===== src/rtl/hack_boot_loader_if.sv =====
// Byte-stream input and ROM write port of the Hack boot loader.
// The loader takes the slave view; the byte source / ROM side takes the master view.
interface hack_boot_loader_if #(
  parameter int unsigned ADDR_W = 15
);
  logic [7:0]        rx_data;
  logic              rx_valid;
  logic              rx_ready;
  logic [ADDR_W-1:0] rom_addr;
  logic [15:0]       rom_wdata;
  logic              rom_we;

  modport master (
    output rx_data, rx_valid,
    input  rx_ready, rom_addr, rom_wdata, rom_we
  );

  modport slave (
    input  rx_data, rx_valid,
    output rx_ready, rom_addr, rom_wdata, rom_we
  );
endinterface


===== src/rtl/hack_boot_loader.sv =====
// Boot-time sequencer: holds the Hack CPU in reset, streams a length-prefixed,
// checksummed image into instruction ROM, then releases the CPU.
module hack_boot_loader #(
  parameter int unsigned ADDR_W    = 15,
  parameter int unsigned MAX_WORDS = 32768
) (
  input  logic              CLK,
  input  logic              reset_n,
  input  logic              start,
  hack_boot_loader_if.slave bus,
  output logic              cpu_reset,
  output logic              busy,
  output logic              done,
  output logic              error,
  output logic [15:0]       word_count
);

  localparam int unsigned BYTE_W = 8;
  localparam int unsigned WORD_W = 16;

  typedef enum logic [3:0] {
    S_IDLE, S_LEN_HI, S_LEN_LO, S_DATA_HI, S_DATA_LO, S_WRITE, S_CHK, S_RUN, S_ERR
  } state_t;

  state_t              r_state,     w_state_nx;
  logic [WORD_W-1:0]   r_len,       w_len_nx;
  logic [BYTE_W-1:0]   r_hi,        w_hi_nx;
  logic [BYTE_W-1:0]   r_sum,       w_sum_nx;
  logic [ADDR_W-1:0]   r_index,     w_index_nx;
  logic [WORD_W-1:0]   r_wcount,    w_wcount_nx;
  logic                r_rx_ready,  w_rx_ready_nx;
  logic                r_rom_we,    w_rom_we_nx;
  logic [ADDR_W-1:0]   r_rom_addr,  w_rom_addr_nx;
  logic [WORD_W-1:0]   r_rom_wdata, w_rom_wdata_nx;
  logic                r_cpu_reset, w_cpu_reset_nx;
  logic                r_busy,      w_busy_nx;
  logic                r_done,      w_done_nx;
  logic                r_error,     w_error_nx;

  logic                w_fire;
  logic [WORD_W-1:0]   w_len_full;
  logic [WORD_W-1:0]   w_wcount_inc;

  // r_rx_ready always mirrors the current state, so it gates byte acceptance
  assign w_fire       = bus.rx_valid & r_rx_ready;
  assign w_len_full   = {r_len[WORD_W-1:BYTE_W], bus.rx_data};
  assign w_wcount_inc = r_wcount + WORD_W'(1);

  always_comb begin
    w_state_nx     = r_state;
    w_len_nx       = r_len;
    w_hi_nx        = r_hi;
    w_sum_nx       = r_sum;
    w_index_nx     = r_index;
    w_wcount_nx    = r_wcount;
    w_rom_we_nx    = 1'b0;
    w_rom_addr_nx  = r_rom_addr;
    w_rom_wdata_nx = r_rom_wdata;
    w_rx_ready_nx  = 1'b0;
    w_cpu_reset_nx = 1'b1;
    w_busy_nx      = 1'b0;
    w_done_nx      = 1'b0;
    w_error_nx     = 1'b0;

    unique case (r_state)
      S_IDLE, S_RUN, S_ERR: begin
        if (start) begin
          w_state_nx  = S_LEN_HI;
          w_index_nx  = '0;
          w_sum_nx    = '0;
          w_wcount_nx = '0;
        end
      end
      S_LEN_HI: begin
        if (w_fire) begin
          w_len_nx   = {bus.rx_data, r_len[BYTE_W-1:0]};
          w_state_nx = S_LEN_LO;
        end
      end
      S_LEN_LO: begin
        if (w_fire) begin
          w_len_nx = w_len_full;
          if (w_len_full == '0 || 32'(w_len_full) > 32'(MAX_WORDS)) begin
            w_state_nx = S_ERR;
          end else begin
            w_state_nx = S_DATA_HI;
          end
        end
      end
      S_DATA_HI: begin
        if (w_fire) begin
          w_hi_nx    = bus.rx_data;
          w_sum_nx   = r_sum + bus.rx_data;
          w_state_nx = S_DATA_LO;
        end
      end
      S_DATA_LO: begin
        if (w_fire) begin
          w_sum_nx       = r_sum + bus.rx_data;
          w_rom_we_nx    = 1'b1;
          w_rom_addr_nx  = r_index;
          w_rom_wdata_nx = {r_hi, bus.rx_data};
          w_state_nx     = S_WRITE;
        end
      end
      S_WRITE: begin
        w_index_nx  = r_index + ADDR_W'(1);
        w_wcount_nx = w_wcount_inc;
        w_state_nx  = (w_wcount_inc == r_len) ? S_CHK : S_DATA_HI;
      end
      S_CHK: begin
        if (w_fire) begin
          w_state_nx = (bus.rx_data == r_sum) ? S_RUN : S_ERR;
        end
      end
      default: w_state_nx = S_IDLE;
    endcase

    // Status outputs are decoded from the state being entered, then registered
    w_rx_ready_nx  = (w_state_nx inside {S_LEN_HI, S_LEN_LO, S_DATA_HI, S_DATA_LO, S_CHK});
    w_busy_nx      = (w_state_nx inside {S_LEN_HI, S_LEN_LO, S_DATA_HI, S_DATA_LO, S_WRITE, S_CHK});
    w_cpu_reset_nx = (w_state_nx != S_RUN);
    w_done_nx      = (w_state_nx == S_RUN);
    w_error_nx     = (w_state_nx == S_ERR);
  end

  always_ff @(posedge CLK or negedge reset_n) begin
    if (!reset_n) begin
      r_state     <= S_IDLE;
      r_len       <= '0;
      r_hi        <= '0;
      r_sum       <= '0;
      r_index     <= '0;
      r_wcount    <= '0;
      r_rx_ready  <= 1'b0;
      r_rom_we    <= 1'b0;
      r_rom_addr  <= '0;
      r_rom_wdata <= '0;
      r_cpu_reset <= 1'b1;
      r_busy      <= 1'b0;
      r_done      <= 1'b0;
      r_error     <= 1'b0;
    end else begin
      r_state     <= w_state_nx;
      r_len       <= w_len_nx;
      r_hi        <= w_hi_nx;
      r_sum       <= w_sum_nx;
      r_index     <= w_index_nx;
      r_wcount    <= w_wcount_nx;
      r_rx_ready  <= w_rx_ready_nx;
      r_rom_we    <= w_rom_we_nx;
      r_rom_addr  <= w_rom_addr_nx;
      r_rom_wdata <= w_rom_wdata_nx;
      r_cpu_reset <= w_cpu_reset_nx;
      r_busy      <= w_busy_nx;
      r_done      <= w_done_nx;
      r_error     <= w_error_nx;
    end
  end

  assign bus.rx_ready  = r_rx_ready;
  assign bus.rom_we    = r_rom_we;
  assign bus.rom_addr  = r_rom_addr;
  assign bus.rom_wdata = r_rom_wdata;
  assign cpu_reset     = r_cpu_reset;
  assign busy          = r_busy;
  assign done          = r_done;
  assign error         = r_error;
  assign word_count    = r_wcount;

endmodule


===== src/flat_wrapper.sv =====
// flat-port wrapper written by rule: the top's interface ports become plain ports
module hack_boot_loader_flat 
#(
  parameter int unsigned ADDR_W    = 15,
  parameter int unsigned MAX_WORDS = 32768
)
  (CLK, reset_n, start, cpu_reset, busy, done, error, word_count, bus_rx_data, bus_rx_valid, bus_rx_ready, bus_rom_addr, bus_rom_wdata, bus_rom_we);
  hack_boot_loader_if #(.ADDR_W(ADDR_W)) bus_i ();
  input  logic CLK;
  input  logic reset_n;
  input  logic start;
  output logic cpu_reset;
  output logic busy;
  output logic done;
  output logic error;
  output logic [15:0] word_count;
  input wire logic [$bits(bus_i.rx_data)-1:0] bus_rx_data;
  input wire logic [$bits(bus_i.rx_valid)-1:0] bus_rx_valid;
  output wire logic [$bits(bus_i.rx_ready)-1:0] bus_rx_ready;
  output wire logic [$bits(bus_i.rom_addr)-1:0] bus_rom_addr;
  output wire logic [$bits(bus_i.rom_wdata)-1:0] bus_rom_wdata;
  output wire logic [$bits(bus_i.rom_we)-1:0] bus_rom_we;
  assign bus_i.rx_data = bus_rx_data;
  assign bus_i.rx_valid = bus_rx_valid;
  assign bus_rx_ready = bus_i.rx_ready;
  assign bus_rom_addr = bus_i.rom_addr;
  assign bus_rom_wdata = bus_i.rom_wdata;
  assign bus_rom_we = bus_i.rom_we;
  hack_boot_loader #(.ADDR_W(ADDR_W), .MAX_WORDS(MAX_WORDS)) u_core (.CLK(CLK), .reset_n(reset_n), .start(start), .bus(bus_i), .cpu_reset(cpu_reset), .busy(busy), .done(done), .error(error), .word_count(word_count));
endmodule

===== config.mk =====
export PLATFORM = sky130hd
export DESIGN_NAME = hack_boot_loader_flat
export DESIGN_NICKNAME = d
export VERILOG_FILES = /design/src/rtl/hack_boot_loader_if.sv /design/src/rtl/hack_boot_loader.sv /design/src/flat_wrapper.sv
export SDC_FILE = /design/constraint.sdc
export NUM_CORES = 1
export LEC_CHECK = 0
export CAP_MARGIN = 10
export CORE_MARGIN = 5
export CORE_UTILIZATION = 42
export DETAILED_ROUTE_END_ITERATION = 10
export SLEW_MARGIN = 20
export SYNTH_ARGS = -nofsm -noshare
export SYNTH_HDL_FRONTEND = slang
export SYNTH_SLANG_ARGS = --single-unit

===== constraint.sdc =====
create_clock -name CLK -period 3 [get_ports CLK]
set_input_delay 0.6 -clock CLK [delete_from_list [all_inputs] [get_ports CLK]]
set_output_delay 0.6 -clock CLK [all_outputs]
set_load 0.1 [all_outputs]

==> results.md, run 1 <==
- Core area: 12500 µm²
- Library cells used by synthesis: 58
- Mapped Nets: 572
- FFs w/ async S/R, synth: 100%
- Worst-margin pin slew: 665 ps
- Tmin final: 2660 ps
- Reg area: 2600 µm²
- Final ANT Viol Nets: 0
- CP startpoint kind: input port
- CP arrival: 2940 ps
- DR vias: 4300
- Fin cells: 795
- Post-route cell area: 6320 µm²
- DR iter-0 viols: 330
- WL final: 13.0 mm
- Setup Crit Path Kind: in -> reg
- Final Cycle Share: 88.6%
- H-Tree Depth: 3
- Layout cells sized above 1: 21.8%
- CTS Buf Count: 9
- Dominant synthesized flop cell: dfrtp_1
- Status: complete, no violations
- I/O pins: 65
- Max_cap viols: 0
- Core Rows: 41
- Mapped Area: 5300 µm²
- Router iterations before antenna repair: 5
- Sequential area share after synthesis: 49.2%
- First-pass GRT wire length: 21.7 mm
- Endpoints failing setup: 0
- GPL Wtd Cong: 0.855
- # diodes: 0
- Syn avg cell area: 9.63 µm²
- Starting density of the core: 42.5%
- GRT Total Usage: 18.5%
- Critical path fanouts, max: 2
- Power Dens Cells: 965 nW/µm²
- Peak supply drop: 0.741 mV
- DR WL/cell: 16.3 µm
- Clk pin slew, worst setup/hold paths: 70 ps
- Die H: 122 µm
- Max frequency: 376 MHz
- CTS root buf: clkbuf_16
- Number of enable flip-flop cells after synthesis: 0
- Setup TNS: 0 ps
- Worst path required time: 3280 ps
- Start point of the critical path: bus_rx_data[1]
- Most frequent cells in the layout: 103 x dfrtp_1, 100 x nand2_1, 76 x buf_4, 71 x o21ai_0, 32 x mux2_2
- Cells after DPL: 780
- Dpl cell area: 6050 µm²
- Clock Skews: 7.45 ps
- Largest net degree at the start of global routing: 49
- Fin worst setup slack: 342 ps
- Most common cell after layout, fill and taps aside: dfrtp_1
- Detail Placement HPWL: 9.32 mm
- Filler instances: 1147
- Initial antenna violation count: 0
- DRC: 0
- Cts hold-fix bufs: 0
- RSZ-0062 raised after global routing: false
- Via density: 5.41
- Slew margin rel.: 55.7%
- PortBufs: 64
- Post-CTS Setup Bufs: 0
- Final Hold Viols: 0
- Die area: 15000 µm²
- R2R setup slack: 410 ps
- Leak: 2.96 nW
- Grt total ovfl: 0
- TritonCTS clock tree: built
- Clock sink total: 104
- Synthesized netlist cell count: 550
- Vias in the first global route: 4232
- CP Capture Type: flip-flop
- P&R area growth vs syn: 19.4%
- Clock Tree Buf Depth: 2
- R2r startpoint: u_core.word_count[8]
- Place WS: 7.80 ps
- Hold WC Path Type: in -> async
- Final Max Tran Viols: 0
- Worst-Skew Late Latency: 360 ps
- Nets: 641
- Post-CTS sizing: 0
- Synth Register Bits: 104
- Area of the multi-input gates: 2490 µm²
- Synth Warn #: 0
- Die Width: 122 µm
sequential cells by signal, summed over array words and instances (netlist names), 4 cells and up:
signal,count
u_core.r_index,15
u_core.r_state,4
u_core.r_hi,8
u_core.r_len,16
u_core.word_count,16
u_core.r_sum,8
u_core.bus.rom_wdata,16
u_core.bus.rom_addr,15
final cells by class:
type | instances | area share (%)
Tap cell | 172 | 3.40
Timing Repair Buffer | 87 | 10.9
Multi-Input combinational cell | 403 | 39.4
Sequential cell | 104 | 41.2
Clock buffer | 11 | 3.84
Clock inverter | 4 | 0.455
Inverter | 14 | 0.831
synth_stat cells, types with 9 or more instances:
| master | n | area [µm²] |
|---|---|---|
| o21ai_0 | 71 | 355 |
| inv_1 | 14 | 52.6 |
| nand3_1 | 20 | 100 |
| ha_1 | 9 | 113 |
| nand4_1 | 11 | 68.8 |
| xor2_1 | 12 | 105 |
| dfrtp_1 | 103 | 2580 |
| clkbuf_1 | 16 | 60.1 |
| a21oi_1 | 17 | 85.1 |
| mux2_2 | 32 | 360 |
| nor2_1 | 23 | 86.3 |
| xnor2_1 | 14 | 123 |
| nand2_1 | 100 | 375 |
where the power goes:
part | leakage (nW) | switching [W] | total [W] | internal [W]
Clock | 0.128 | 0.000526 | 0.00111 | 0.000583
Sequential | 1.37 | 0.000354 | 0.00215 | 0.00179
Combinational | 1.46 | 0.00199 | 0.00285 | 0.000856
logic make-up after synthesis:
family	after synthesis	share of synthesized area, %
compound gates	125	13.9
xor+xnor	26	4.30
mux	37	7.75
flops	104	49.2
buf+inv	43	3.80
fa+ha+maj	10	2.50
simple gates	205	18.5
metrics by stage:
step                      power, W  util, %  hold WS (ps)
final                      0.00610     50.7           268
after global routing       0.00645     50.7           328
after CTS                  0.00615     50.7           289
after detailed placement   0.00502     48.5           463
after global placement     0.00495     48.5           448
after floorplan            0.00433        -           304
metal layers:
metal / global-route usage [%] / routed length (µm) / vias to the layer above
met4: 7.49 / 256 / 0
met2: 29.5 / 6090 / 115
met3: 3.92 / 634 / 17
met5: 0 / 0 / -
li1: - / - / 2073
met1: 24.6 / 5990 / 2095
final timing paths:
check	to	depth (start not counted)
worst min register to register	u_core.bus.rom_wdata[10]	2
worst min-delay path	u_core.bus.rom_wdata[11]	1
min in group CLK	u_core.bus.rom_wdata[10]	2
max in group asynchronous	u_core.cpu_reset	2
worst max register to register	u_core.r_state[0]	8
worst max-delay path	u_core.r_sum[7]	9
worst max-delay path, cell delays in order:
cell and delay, ps:
clkdlybuf4s50_1 440, ha_1 330, a21o_1 170, a21oi_1 220
o21bai_1 120, a2111oi_0 570, o21ai_0 180, nand3_1 130
mux2i_1 190
No activity file was read; power rests on OpenSTA's default activity.
==> run 2: changes to the inputs <==
ABC_AREA = 1   (was default)
==> results.md, run 2 <==
- Grt total ovfl: 0 (unchanged)
- Final ANT Viol Nets: 0 (unchanged)
- Worst r2r dst: u_core.busy
- PortBufs: 64 (unchanged)
- Filler instances: 1184 (+3.2%)
- Fin worst setup slack: 665 ps (+324 ps)
- Post-CTS Setup Bufs: 0 (unchanged)
- Fin cells: 876 (+10%)
- I/O pins: 65 (unchanged)
- Dominant cell by count in the synthesized netlist: nand2_1
- Router iterations before antenna repair: 5 (unchanged)
- Worst-margin pin slew: 649 ps (-15.7 ps)
- CTS root buf: clkbuf_16
- Syn avg cell area: 8.37 µm² (-13%)
- DR vias: 4355 (+1.3%)
- Area of the multi-input gates: 2310 µm² (-7.2%)
- Detail Placement HPWL: 9.48 mm (+1.7%)
- Starting density of the core: 42.4% (-0.12 points)
- GPL Wtd Cong: 0.883 (+3.3%)
- H-Tree Depth: 3 (unchanged)
- R2r startpoint: u_core.word_count[0]
- Sequential area share after synthesis: 49.3% (+0.14 points)
- Leak: 3.02 nW (+2.1%)
- DRC: 0 (unchanged)
- Setup TNS: 0 ps (unchanged)
- Library cells used by synthesis: 36 (-38%)
- Most frequent cells in the layout: 151 x nand2_1, 103 x dfrtp_1, 77 x inv_1, 61 x nand3_1, 61 x buf_4
- CTS Buf Count: 9 (unchanged)
- Cts hold-fix bufs: 0 (unchanged)
- P&R area growth vs syn: 19.6%
- CP startpoint kind: flip-flop
- WL final: 12.9 mm (-0.88%)
- DR iter-0 viols: 296 (-10%)
- Die H: 122 µm (-0.13%)
- Peak supply drop: 0.597 mV (-19%)
- Synth Warn #: 0 (unchanged)
- Mapped Nets: 653 (+14%)
- Commonest cells post-synth: 151 x nand2_1, 103 x dfrtp_1, 77 x inv_1, 61 x nand3_1, 53 x o21ai_0
- Met1 WL: 6.18 mm (+3.2%)
- Synth Register Bits: 104 (unchanged)
- Vias in the first global route: 4312 (+1.9%)
- Setup Crit Path Kind: reg -> reg
- Reg2Reg Depth: 15 (+7)
- Synth top area share: 48.8% (+0.14 points)
- Mapped Area: 5280 µm² (-0.28%)
- Slew margin rel.: 56.7% (+1.0 points)
- Nets: 721 (+12%)
- GRT Total Usage: 18.4% (-0.044 points)
- Worst-Skew Late Latency: 350 ps (about the same)
- FFs w/ async S/R, synth: 100% (unchanged)
- Final Cycle Share: 77.8% (-11 points)
- First-pass GRT wire length: 21.8 mm (+0.41%)
- CP Capture Type: flip-flop
- Synthesized netlist cell count: 631 (+15%)
- Routed wl met3: 508 µm (-20%)
- Max_cap viols: 0 (unchanged)
- Endpoints failing setup: 0 (unchanged)
- Initial antenna violation count: 0 (unchanged)
- Place WS: 309 ps (+301 ps)
- Dominant synthesized flop cell: dfrtp_1
- Via density: 4.97 (-8.1%)
- TritonCTS clock tree: built
- Tmin final: 2330 ps (-324 ps)
- Clock Skews: 5.78 ps (-1.67 ps)
- Routed wl met2: 5.93 mm (-2.6%)
- Largest net degree at the start of global routing: 57 (+16%)
- RSZ-0062 raised after global routing: false
- Core area: 12500 µm² (unchanged)
- Number of enable flip-flop cells after synthesis: 0 (unchanged)
- Clk pin slew, worst setup/hold paths: 70 ps (about the same)
- Clock sink total: 104 (unchanged)
- CP arrival: 2580 ps (-360 ps)
- Synth area leader: dfrtp_1
- DR top layer: met4
- Most common cell after layout, fill and taps aside: nand2_1
- Critical path fanouts, max: 7 (+5)
- R2R setup slack: 670 ps (+260 ps)
- Post-CTS sizing: 0 (unchanged)
- Worst path required time: 3250 ps (-30 ps)
- Final Max Tran Viols: 0 (unchanged)
- Largest cells by area after synthesis: dfrtp_1 49%, nand2_1 11%, nand3_1 5.8%
- Hold WC Path Type: in -> async
- Power Dens Cells: 991 nW/µm² (+2.7%)
- Die Width: 122 µm (-0.13%)
- Max frequency: 428 MHz (+14%)
- Final Hold Viols: 0 (unchanged)
- Cells after DPL: 860 (+10%)
- Core Rows: 41 (unchanged)
- Clock Tree Buf Depth: 2 (unchanged)
- Reg area: 2600 µm² (unchanged)
- DR WL/cell: 14.7 µm (-10%)
- Status: complete, no violations
- Layout cells sized above 1: 17.0% (-4.8 points)
- # diodes: 0 (unchanged)
- Die area: 14900 µm² (-0.25%)
[run 2: cell types whose count changed after synthesis, moves of 8 or more]
cell | previous run | this run
o22ai_1 | 1 | 12
xnor2_1 | 14 | 4
o21a_1 | 0 | 16
inv_1 | 14 | 77
nor2_1 | 23 | 35
clkbuf_1 | 16 | 8
nand2_1 | 100 | 151
mux2_2 | 32 | 15
nand3_1 | 20 | 61
o21ai_0 | 71 | 53
[run 2: where the power goes]
group | switching (W) | internal, W | total (W)
logic | 0.00229 | 0.000754 | 0.00304
clock network | 0.000550 | 0.000594 | 0.00114
registers | 0.000266 | 0.00180 | 0.00207
total | 0.00310 | 0.00315 | 0.00626
[run 2: critical path, cell delays in order (launching register included)]
cell and delay, ps:
dfrtp_1 480, ha_1 280, nand3_2 120, clkinv_1 210, nand3_1 120, nand2_1 70, nand2_1 90, nand2_1 50
nand2_1 60, nand2_1 50, nor2_1 170, nand4_1 180, nand2_2 150, inv_2 60, nand2_1 80, nand2_1 50
[run 2: how the worst max path moves through the flow]
stage / slack (ps) / cells past startpoint / end / start
2_1_floorplan: 430 / 14 / u_core.busy / u_core.word_count[0]
3_3_place_gp: 420 / 11 / u_core.r_sum[6] / bus_rx_data[0]
3_5_place_dp: 310 / 14 / u_core.r_sum[7] / bus_rx_data[2]
4_1_cts: 660 / 15 / u_core.bus.rx_ready / u_core.word_count[0]
5_1_grt: 350 / 15 / u_core.bus.rx_ready / u_core.word_count[0]
6_report: 670 / 15 / u_core.busy / u_core.word_count[0]
[run 2: cells by family after synthesis]
group | Yosys count | synth area share, %
simple gates | 291 | 24.9
compound gates | 105 | 11.5
flops | 104 | 49.3
buf+inv | 97 | 7.09
mux | 15 | 3.20
fa+ha+maj | 10 | 2.51
xor+xnor | 9 | 1.49
[run 2: final cells by class]
type / instances / area share (%)
sequential: 104 / 41.2
clock buffer: 11 / 3.84
tap: 172 / 3.41
multi-input combinational: 430 / 36.6
inverter: 81 / 4.82
timing repair buffer: 73 / 9.47
clock inverter: 5 / 0.634
[run 2: layer usage]
layer	vias up	GRT usage [%]
met3	15	2.55
met2	93	28.8
li1	2213	-
met1	2034	26.3
met4	0	6.79
met5	-	0
[run 2: stage by stage]
stage	area [µm²]	utilization, %	power, W	hold WS [ps]
3_5_place_dp	6030	48.4	0.00516	456
4_1_cts	6310	50.6	0.00631	300
2_1_floorplan	5280	-	0.00443	304
5_1_grt	6310	50.6	0.00664	325
6_report	6310	50.6	0.00626	263
3_3_place_gp	6030	48.4	0.00513	454
==> run 3: changes to the inputs <==
PLACE_DENSITY = 0.65   (was default)
clock period = 2 ns   (was 3 ns; I/O delays follow)
==> results.md, run 3 (synthesis results as in run 2) <==
- Status: finished, violations left
- Violated checks: negative setup slack
- Cells after DPL: 910 (+5.8%)
- Dpl cell area: 6650 µm² (+10%)
- TritonCTS clock tree: built
- Fin cells: 940 (+7.3%)
- Starting density of the core: 42.4% (unchanged)
- Core Rows: 41 (unchanged)
- Router iterations before antenna repair: 7 (+2)
- Die area: 14900 µm² (unchanged)
- DR iter-0 viols: 325 (+9.8%)
- Clock Power Share: 17.2% (-1.1 points)
- Power Dens Cells: 1370 nW/µm² (+38%)
- Die Width: 122 µm (unchanged)
- RSZ-0062 raised after global routing: true
- Fin worst setup slack: -111 ps (-776 ps)
- CTS Buf Count: 9 (unchanged)
- Final Cycle Share: 106% (+28 points)
- DR vias: 4820 (+11%)
- Slowest stage delay, CP: 440 ps (-40 ps)
- Global routing usage on met2: 32.7% (+3.9 points)
- # diodes: 0 (unchanged)
- GRT Total Usage: 19.2% (+0.72 points)
- Slew margin rel.: 62.4% (+5.7 points)
- Largest net degree at the start of global routing: 105 (+84%)
- Sw Pwr: 0.00483 W (+56%)
- Layout cells sized above 1: 30.5% (+13 points)
- DRC: 0 (unchanged)
- Vias in the first global route: 4673 (+8.4%)
- P&R area growth vs syn: 36.9%
- Gr busiest metal: met2
- CP max stage cell: dfrtp_4
- Max frequency: 474 MHz (+11%)
- Core area: 12500 µm² (unchanged)
- CP startpoint kind: flip-flop
- Filler instances: 1091 (-7.9%)
- Critical path fanouts, max: 6 (-1)
- Net Sw Frac: 48.8% (-0.83 points)
- Peak supply drop: 0.929 mV (+56%)
- Final Max Tran Viols: 0 (unchanged)
- Setup TNS: -370 ps (-370 ps)
- Leak: 3.42 nW (+13%)
- WL final: 14.0 mm (+8.8%)
- Nets: 785 (+8.9%)
- CTS root buf: clkbuf_16
- First-pass GRT wire length: 22.6 mm (+4.0%)
- Via density: 5.13 (+3.1%)
- Detail Placement HPWL: 10.1 mm (+6.1%)
- CP dominant cell by count: nand2_1
- Crit-path cells: buf_6 > nand2_2 > nor2_4 > buf_6 > nand4_1 > nand2_1 > nand2_1 > nand2_1 > nand2_1 > nor2_2 > nand4_1 > nand2_2 > inv_2 > nand2_2 > nand2_1
- Clock Tree Buf Depth: 2 (unchanged)
- Die H: 122 µm (unchanged)
- Grt total ovfl: 0 (unchanged)
- Tmin final: 2110 ps (-224 ps)
- Worst path required time: 2250 ps (-1000 ps)
- Post-route cell area: 7230 µm² (+14%)
- DR WL/cell: 14.9 µm (+1.4%)
- Clk pin slew, worst setup/hold paths: 70 ps (about the same)
- I/O pins: 65 (unchanged)
- GPL Wtd Cong: 0.920 (+4.2%)
- Place WS: -410 ps (-719 ps)
- Internal Power: 0.00507 W (+61%)
- Most frequent cells in the layout: 138 x nand2_1, 108 x buf_4, 87 x dfrtp_1, 77 x inv_1, 58 x nand3_1
- Met3 global-route usage: 3.44% (+0.88 points)
- Hold WC Path Type: in -> async
- Endpoints failing setup: 4 (+4)
- H-Tree Depth: 3 (unchanged)
- PortBufs: 64 (unchanged)
- Worst-margin pin slew: 564 ps (-85.6 ps)
- Reg power frac: 31.7% (-1.4 points)
- CP Capture Type: flip-flop
- Worst-Skew Late Latency: 350 ps (about the same)
- Post-layout util: 58.0% (+7.3 points)
- Met1 usage: 24.5% (-1.8 points)
- CP arrival: 2360 ps (-220 ps)
- Final ANT Viol Nets: 0 (unchanged)
- Max_cap viols: 0 (unchanged)
- Comb power frac: 51.2% (+2.6 points)
- Clock Skews: 5.33 ps (-0.455 ps)
- Initial antenna violation count: 0 (unchanged)
- Setup Crit Path Kind: reg -> reg
- Clock sink total: 104 (unchanged)
- Final Hold Viols: 0 (unchanged)
- Most common cell after layout, fill and taps aside: nand2_1
[run 3: per-layer routing]
| layer | routed length (µm) | vias to the layer above | part of all wire (%) |
|---|---|---|---|
| met1 | 6090 | 2342 | 44 |
| li1 | - | 2342 | - |
| met3 | 516 | 21 | 3.7 |
| met2 | 7170 | 115 | 51 |
| met5 | 0 | - | 0 |
| met4 | 221 | 0 | 1.6 |
[run 3: path summary, 6_finish.rpt]
path | cells past startpoint | start | endpoint | slack, ps
max | 15 | u_core.word_count[0] | u_core.bus.rx_ready | -110
min | 2 | reset_n | u_core.r_sum[4] | 90
max reg2reg | 15 | u_core.word_count[0] | u_core.bus.rx_ready | -110
min reg2reg | 1 | u_core.r_index[14] | u_core.r_index[14] | 470
max in group asynchronous | 2 | reset_n | u_core.word_count[7] | 1410
min in group CLK | 3 | bus_rx_data[1] | u_core.r_len[9] | 460
[run 3: stage by stage]
stage          total power [W]  hold WS [ps]
6_report               0.00990          91.1
5_1_grt                 0.0104           147
4_1_cts                0.00986           130
3_5_place_dp           0.00809           462
3_3_place_gp           0.00796           452
2_1_floorplan          0.00668           104
[run 3: critical path: cells and delay by family (launching register included)]
family	cells	cell delay [ps]
buffers and inverters	3	320
flip-flops	1	440
AND/OR/NAND/NOR	12	1240
[run 3: power groups by stage]
| stage | Clock, W | Combinational (W) | Sequential, W |
|---|---|---|---|
| 6_report | 0.00170 | 0.00506 | 0.00314 |
| 5_1_grt | 0.00183 | 0.00540 | 0.00320 |
| 4_1_cts | 0.00175 | 0.00499 | 0.00313 |
| 3_5_place_dp | 0 | 0.00492 | 0.00317 |
| 3_3_place_gp | 0 | 0.00483 | 0.00313 |
| 2_1_floorplan | 0 | 0.00152 | 0.00515 |
[run 3: timing repair]
action / in CTS / in global routing
cloned: 0 / 0
resized for setup: 14 / 30
pin swaps: 12 / 17
hold buffers: 0 / 0
buffers inserted: 8 / 6
endpoints found under the setup margin: 6 / 12
[run 3: area by class of cell]
type	count	area (µm²)	share of cell area, %
clock buffer	11	243	3.36
clock inverter	5	38.8	0.537
inverter	81	309	4.28
multi-input combinational	430	2500	34.7
sequential	104	2640	36.6
tap	172	215	2.98
timing repair buffer	137	1270	17.6
